`src/rtl/magnitude_pkg.sv`:
```
// Shared constants and helpers for the magnitude (I*I + Q*Q) datapath.
package magnitude_pkg;

    localparam int PIPE_LATENCY = 2;

    // Sum of two full-precision squares needs one carry bit above 2*DATA_SIZE.
    function automatic int out_width(input int data_size);
        return 2 * data_size + 1;
    endfunction

endpackage

```
`src/rtl/magnitude_square.sv`:
```
// Registered square of one operand; sign-aware by parameter, captured only on en_i.
module magnitude_square
    import magnitude_pkg::*;
#(
    parameter int SIGNED    = 0,
    parameter int DATA_SIZE = 16
) (
    input  logic                   clk_i,
    input  logic                   rst_n_i,
    input  logic                   en_i,
    input  logic [DATA_SIZE-1:0]   data_i,
    output logic [2*DATA_SIZE-1:0] sq_o
);

    logic                   fill;
    logic [2*DATA_SIZE-1:0] ext;
    logic [2*DATA_SIZE-1:0] sq_d;
    logic [2*DATA_SIZE-1:0] sq_q;

    // The low 2*DATA_SIZE bits of the extended product are the exact square in both modes.
    assign fill = (SIGNED != 0) & data_i[DATA_SIZE-1];
    assign ext  = {{DATA_SIZE{fill}}, data_i};

    always_comb begin
        sq_d = sq_q;
        if (en_i) begin
            sq_d = ext * ext;
        end
    end

    always_ff @(posedge clk_i or negedge rst_n_i) begin
        if (!rst_n_i) begin
            sq_q <= '0;
        end else begin
            sq_q <= sq_d;
        end
    end

    assign sq_o = sq_q;

endmodule

```
`src/rtl/magnitude.sv`:
```
// Squared magnitude I*I + Q*Q: stage 1 squares each component, stage 2 sums and drives outputs.
module magnitude
    import magnitude_pkg::*;
#(
    parameter int SIGN_CORRECTION = 0,
    parameter int DATA_SIZE       = 16,
    localparam int OW             = out_width(DATA_SIZE)
) (
    input  logic                 data_clk_i,
    input  logic                 data_rst_i,
    input  logic [DATA_SIZE-1:0] data_i_i,
    input  logic [DATA_SIZE-1:0] data_q_i,
    input  logic                 data_en_i,
    input  logic                 data_sof_i,
    input  logic                 data_eof_i,
    output logic [OW-1:0]        data_o,
    output logic                 data_en_o,
    output logic                 data_sof_o,
    output logic                 data_eof_o
);

    logic [2*DATA_SIZE-1:0] sq_i;
    logic [2*DATA_SIZE-1:0] sq_q;
    logic [PIPE_LATENCY-1:0] en_q, en_d;
    logic [PIPE_LATENCY-1:0] sof_q, sof_d;
    logic [PIPE_LATENCY-1:0] eof_q, eof_d;
    logic [OW-1:0] sum_q, sum_d;

    magnitude_square #(
        .SIGNED    (SIGN_CORRECTION),
        .DATA_SIZE (DATA_SIZE)
    ) u_square_i (
        .clk_i   (data_clk_i),
        .rst_n_i (data_rst_i),
        .en_i    (data_en_i),
        .data_i  (data_i_i),
        .sq_o    (sq_i)
    );

    magnitude_square #(
        .SIGNED    (SIGN_CORRECTION),
        .DATA_SIZE (DATA_SIZE)
    ) u_square_q (
        .clk_i   (data_clk_i),
        .rst_n_i (data_rst_i),
        .en_i    (data_en_i),
        .data_i  (data_q_i),
        .sq_o    (sq_q)
    );

    // Frame markers only count when qualified by a valid sample.
    always_comb begin
        en_d  = {en_q[PIPE_LATENCY-2:0], data_en_i};
        sof_d = {sof_q[PIPE_LATENCY-2:0], data_sof_i & data_en_i};
        eof_d = {eof_q[PIPE_LATENCY-2:0], data_eof_i & data_en_i};
        sum_d = sum_q;
        if (en_q[0]) begin
            sum_d = {1'b0, sq_i} + {1'b0, sq_q};
        end
    end

    always_ff @(posedge data_clk_i or negedge data_rst_i) begin
        if (!data_rst_i) begin
            en_q  <= '0;
            sof_q <= '0;
            eof_q <= '0;
            sum_q <= '0;
        end else begin
            en_q  <= en_d;
            sof_q <= sof_d;
            eof_q <= eof_d;
            sum_q <= sum_d;
        end
    end

    assign data_o     = sum_q;
    assign data_en_o  = en_q[PIPE_LATENCY-1];
    assign data_sof_o = sof_q[PIPE_LATENCY-1];
    assign data_eof_o = eof_q[PIPE_LATENCY-1];

endmodule

```
`config.mk`:
```
export PLATFORM = sky130hd
export DESIGN_NAME = magnitude
export DESIGN_NICKNAME = d
export VERILOG_FILES = /design/src/rtl/magnitude_pkg.sv /design/src/rtl/magnitude_square.sv /design/src/rtl/magnitude.sv
export SDC_FILE = /design/constraint.sdc
export NUM_CORES = 1
export LEC_CHECK = 0
export CAP_MARGIN = 20
export CORE_ASPECT_RATIO = 1.1
export CORE_MARGIN = 10
export CORE_UTILIZATION = 45
export DETAILED_ROUTE_END_ITERATION = 6
export GPL_ROUTABILITY_DRIVEN = 0
export PLACE_DENSITY = 0.68
export SYNTH_ARGS = -nofsm -noshare
export SYNTH_HDL_FRONTEND = slang
export SYNTH_SLANG_ARGS = --single-unit
```
`constraint.sdc`:
```
create_clock -name data_clk_i -period 2.73 [get_ports data_clk_i]
set_input_delay 0.4095 -clock data_clk_i [delete_from_list [all_inputs] [get_ports data_clk_i]]
set_output_delay 0.4095 -clock data_clk_i [all_outputs]
set_load 0.02 [all_outputs]
```
==> results_dict.tcl <==
set metrics [dict create \
    fp-row-count 80 \
    dp_hpwl_um 41400 \
    nets 3129 \
    syn_area_mm2 0.0196 \
    hold_violations 0 \
    start_util_pct 45.3 \
    worstPathArrival_ns 5.84 \
    fin_ws_ns -2.86 \
    via_count 15825 \
    crit_start "data_q_i[3]" \
    synth_enable_flop_cells 0 \
    drc_errors 0 \
    synth_compound_area_share_pct 8.68 \
    status "finished with violations" \
    viasPerCell 5.08 \
    synth_xor_area_share_pct 4.25 \
    placed_cells 3042 \
    slew_headroom_pct 36.1 \
    startpoint_type "input pin" \
    syn_to_final_growth_pct 34.1 \
    synth_top_family_by_area "adder cells" \
    cp_slowest_cell "fa_1" \
    clk_pin_slew_ns 0.07 \
    synth.distinct_cells 62 \
    avgSynthCellArea_um2 9.31 \
    chipHeight_um 239 \
    grt.overflow.total 0 \
    cts_tree "done" \
    portBuffers 72 \
    synth-simple-area-share_pct 11.1 \
    antenna_left 0 \
    synth_seq_area_share_pct 12.9 \
    pre_cts_ws_ns -3.83 \
    clock_sinks 101 \
    cp_slowest_stage_delay_ns 0.53 \
    antenna_cells 0 \
    io_pins 73 \
    synthMuxAreaShare_pct 4.20 \
    fin_cells 3113 \
    synth-async-reset-ratio_pct 100 \
    drt_first_pass_iters 5 \
    maxSlewViolCount 0 \
    grt_max_degree 70 \
    drt_iter0_drc 716 \
    syn_inst 2104 \
    hold_path.class "in -> async" \
    die_x_um 219 \
    r2r_start "u_square_i.sq_o[4]$_DFFE_PN0P_" \
    wl_per_cell_um 16.4 \
    period_share_pct 205 \
    setup_violations 54 \
    path_cells "buf_8 > buf_8 > and2_4 > fa_1 > inv_2 > fa_1 > inv_1 > fa_2 > fa_1 > fa_1 > fa_1 > ha_4 > and2_4 > a221o_1 > a311oi_4 > buf_6 > o311ai_4 > a21oi_2 > xnor2_1 > mux2_4" \
    cp_max_fo 5 \
    fin_skew_ns 0.00913 \
    grt_usage_pct 19.7 \
    rsz0062_at_grt "true" \
    yosys.area_share.adder_pct 48.1 \
    ys_seq_elements 101 \
    crit_family "adder cells" \
    path_common_cell "fa_1" \
    hold_buffers 0 \
    crit_type "in -> reg" \
    cp.required_ns 2.98 \
    synth_nets 2699 \
    fmax_ghz 0.179 \
    path_buf_inv 5 \
    worst_setup_path_end_kind "flip-flop" \
    grt_pass1_vias 17596 \
    clock_path_buffers 2 \
    cap_violations 0 \
    clk_latency_ns 0.36 \
    worst_slew_pin_slew_ns 0.958 \
    cts.root.buffer_cell "clkbuf_16" \
    yosys_warnings 0 \
    htreeDepth 3 \
    die_area_mm2 0.0523 \
    ys.flop_type "dfrtp_1" \
    violations "negative setup slack" \
    antenna_found_initial 0 \
    post-route-min-period_ns 5.59 \
    numCtsBuffers 9 \
    grt_pass1_wl_um 84700 \
    drive_gt1_share_pct 32.8 \
    core_mm2 0.0432 \
    wirelength_um 50900 \
    fin_hold_ws_ns 0.107 \
]
==> Yosys cell counts, drive strengths merged (11+ instances only) <==
master  count  share of area [%]
fa        324                 33
xor2       29                1.3
a21o       41                1.6
mux2       73                4.2
nor3       14               0.36
and3       12               0.38
nor2       69                1.3
nand4      12               0.42
nand2     191                3.7
nand3      27               0.69
ha        234                 15
a21oi      84                2.2
inv       497                9.5
o21bai     13               0.50
xnor2      66                3.0
a211oi     11               0.42
dfrtp     101                 13
o21ai      43                1.1
nor2b      20               0.64
and2       83                2.7
clkbuf     65                1.2
==> logic make-up after synthesis <==
logic type	after synthesis
fa+ha+maj	558
flops	101
xor+xnor	95
simple gates	454
compound gates	258
mux	73
buf+inv	565
==> worst register-to-register path, stage by stage, from the launching register on <==
cell	delay [ns]
dfrtp_1	0.42
ha_4	0.29
nand2_1	0.07
o211ai_1	0.28
o211ai_1	0.19
o31ai_2	0.35
a211oi_2	0.12
buf_4	0.18
o31a_1	0.30
xnor2_1	0.15
mux2_2	0.26
==> cells in the final DEF (no fill, tap or decap), types with 9 or more instances in the layout <==
cell             instances
inv_1                  445
nor2b_1                 20
nor2_1                  61
nor3_1                  10
ha_4                    48
and3_1                  10
nand2_2                 18
o21ai_0                 18
fa_1                   315
and2_4                  22
buf_8                   10
buf_6                   80
a21o_1                  40
nand2_1                156
dfrtp_1                100
o21ai_1                 10
ha_1                   180
a21oi_2                 18
fa_2                     9
o21ai_2                 12
inv_2                   51
nand2_4                 17
buf_4                  341
nand3_1                 23
xnor2_2                 14
mux2_4                  21
and2_1                  61
clkbuf_16                9
clkdlybuf4s50_1         38
a21oi_1                 58
xor2_1                  26
xnor2_1                 50
o21bai_1                11
mux2_2                  52
nand4_1                 11
==> per-stage QoR <==
step / instance area, um2 / utilization (%) / TNS [ns]
3_5_place_dp: 23900 / 55.2 / -176.06
4_1_cts: 25600 / 59.1 / -124.25
3_3_place_gp: 23900 / 55.2 / -172.35
6_report: 26300 / 60.8 / -123.58
5_1_grt: 26300 / 60.8 / -131.07
2_1_floorplan: 20100 / - / -132.27
==> registers in the layout, indices dropped and copies added (netlist names) <==
| signal | flops |
|---|---|
| data_o | 33 |
| u_square_i.sq_o | 31 |
| u_square_q.sq_o | 31 |
| en_q | 2 |
| eof_q | 2 |
| sof_q | 2 |
==> what timing repair did <==
item,4_1_cts,5_1_grt
resized for setup,415,161
buffers inserted,47,18
gates cloned,2,0
endpoints found under the hold margin,0,0
endpoints found under the setup margin,57,62
pin swaps,180,130
==> area by class of cell <==
cell class / count / area [um2]
clock buffers: 11 / 233
clock inverters: 5 / 85.1
fillers: 3454 / 17000
inverters: 498 / 1870
multi-input cells: 1438 / 16600
flip-flops and latches: 101 / 2530
well taps: 574 / 718
repair buffers: 486 / 4190
==> final timing paths <==
| path | to | slack [ns] | cells past startpoint |
|---|---|---|---|
| setup / recovery | u_square_q.sq_o[25]$_DFFE_PN0P_ | -2.86 | 20 |
| hold / removal | data_o[29]$_DFFE_PN0P_ | 0.11 | 1 |
| setup reg to reg | data_o[30]$_DFFE_PN0P_ | 0.01 | 10 |
| hold reg to reg | sof_q[1]$_DFF_PN0_ | 0.35 | 0 |
| max in group asynchronous | data_o[4]$_DFFE_PN0P_ | 1.81 | 2 |
| min in group data_clk_i | sof_q[1]$_DFF_PN0_ | 0.35 | 0 |
==> per-layer routing <==
metal	up-vias	wire (um)	track usage (%)
met3	104	1710	2.33
li1	7421	-	-
met2	287	27100	35.9
met5	-	0	0
met4	0	1490	6.86
met1	8013	20600	23.4
Power is left out: the tool's default activity adds up to more than one toggle a clock period on the data nets, which glitch-free logic cannot reach.
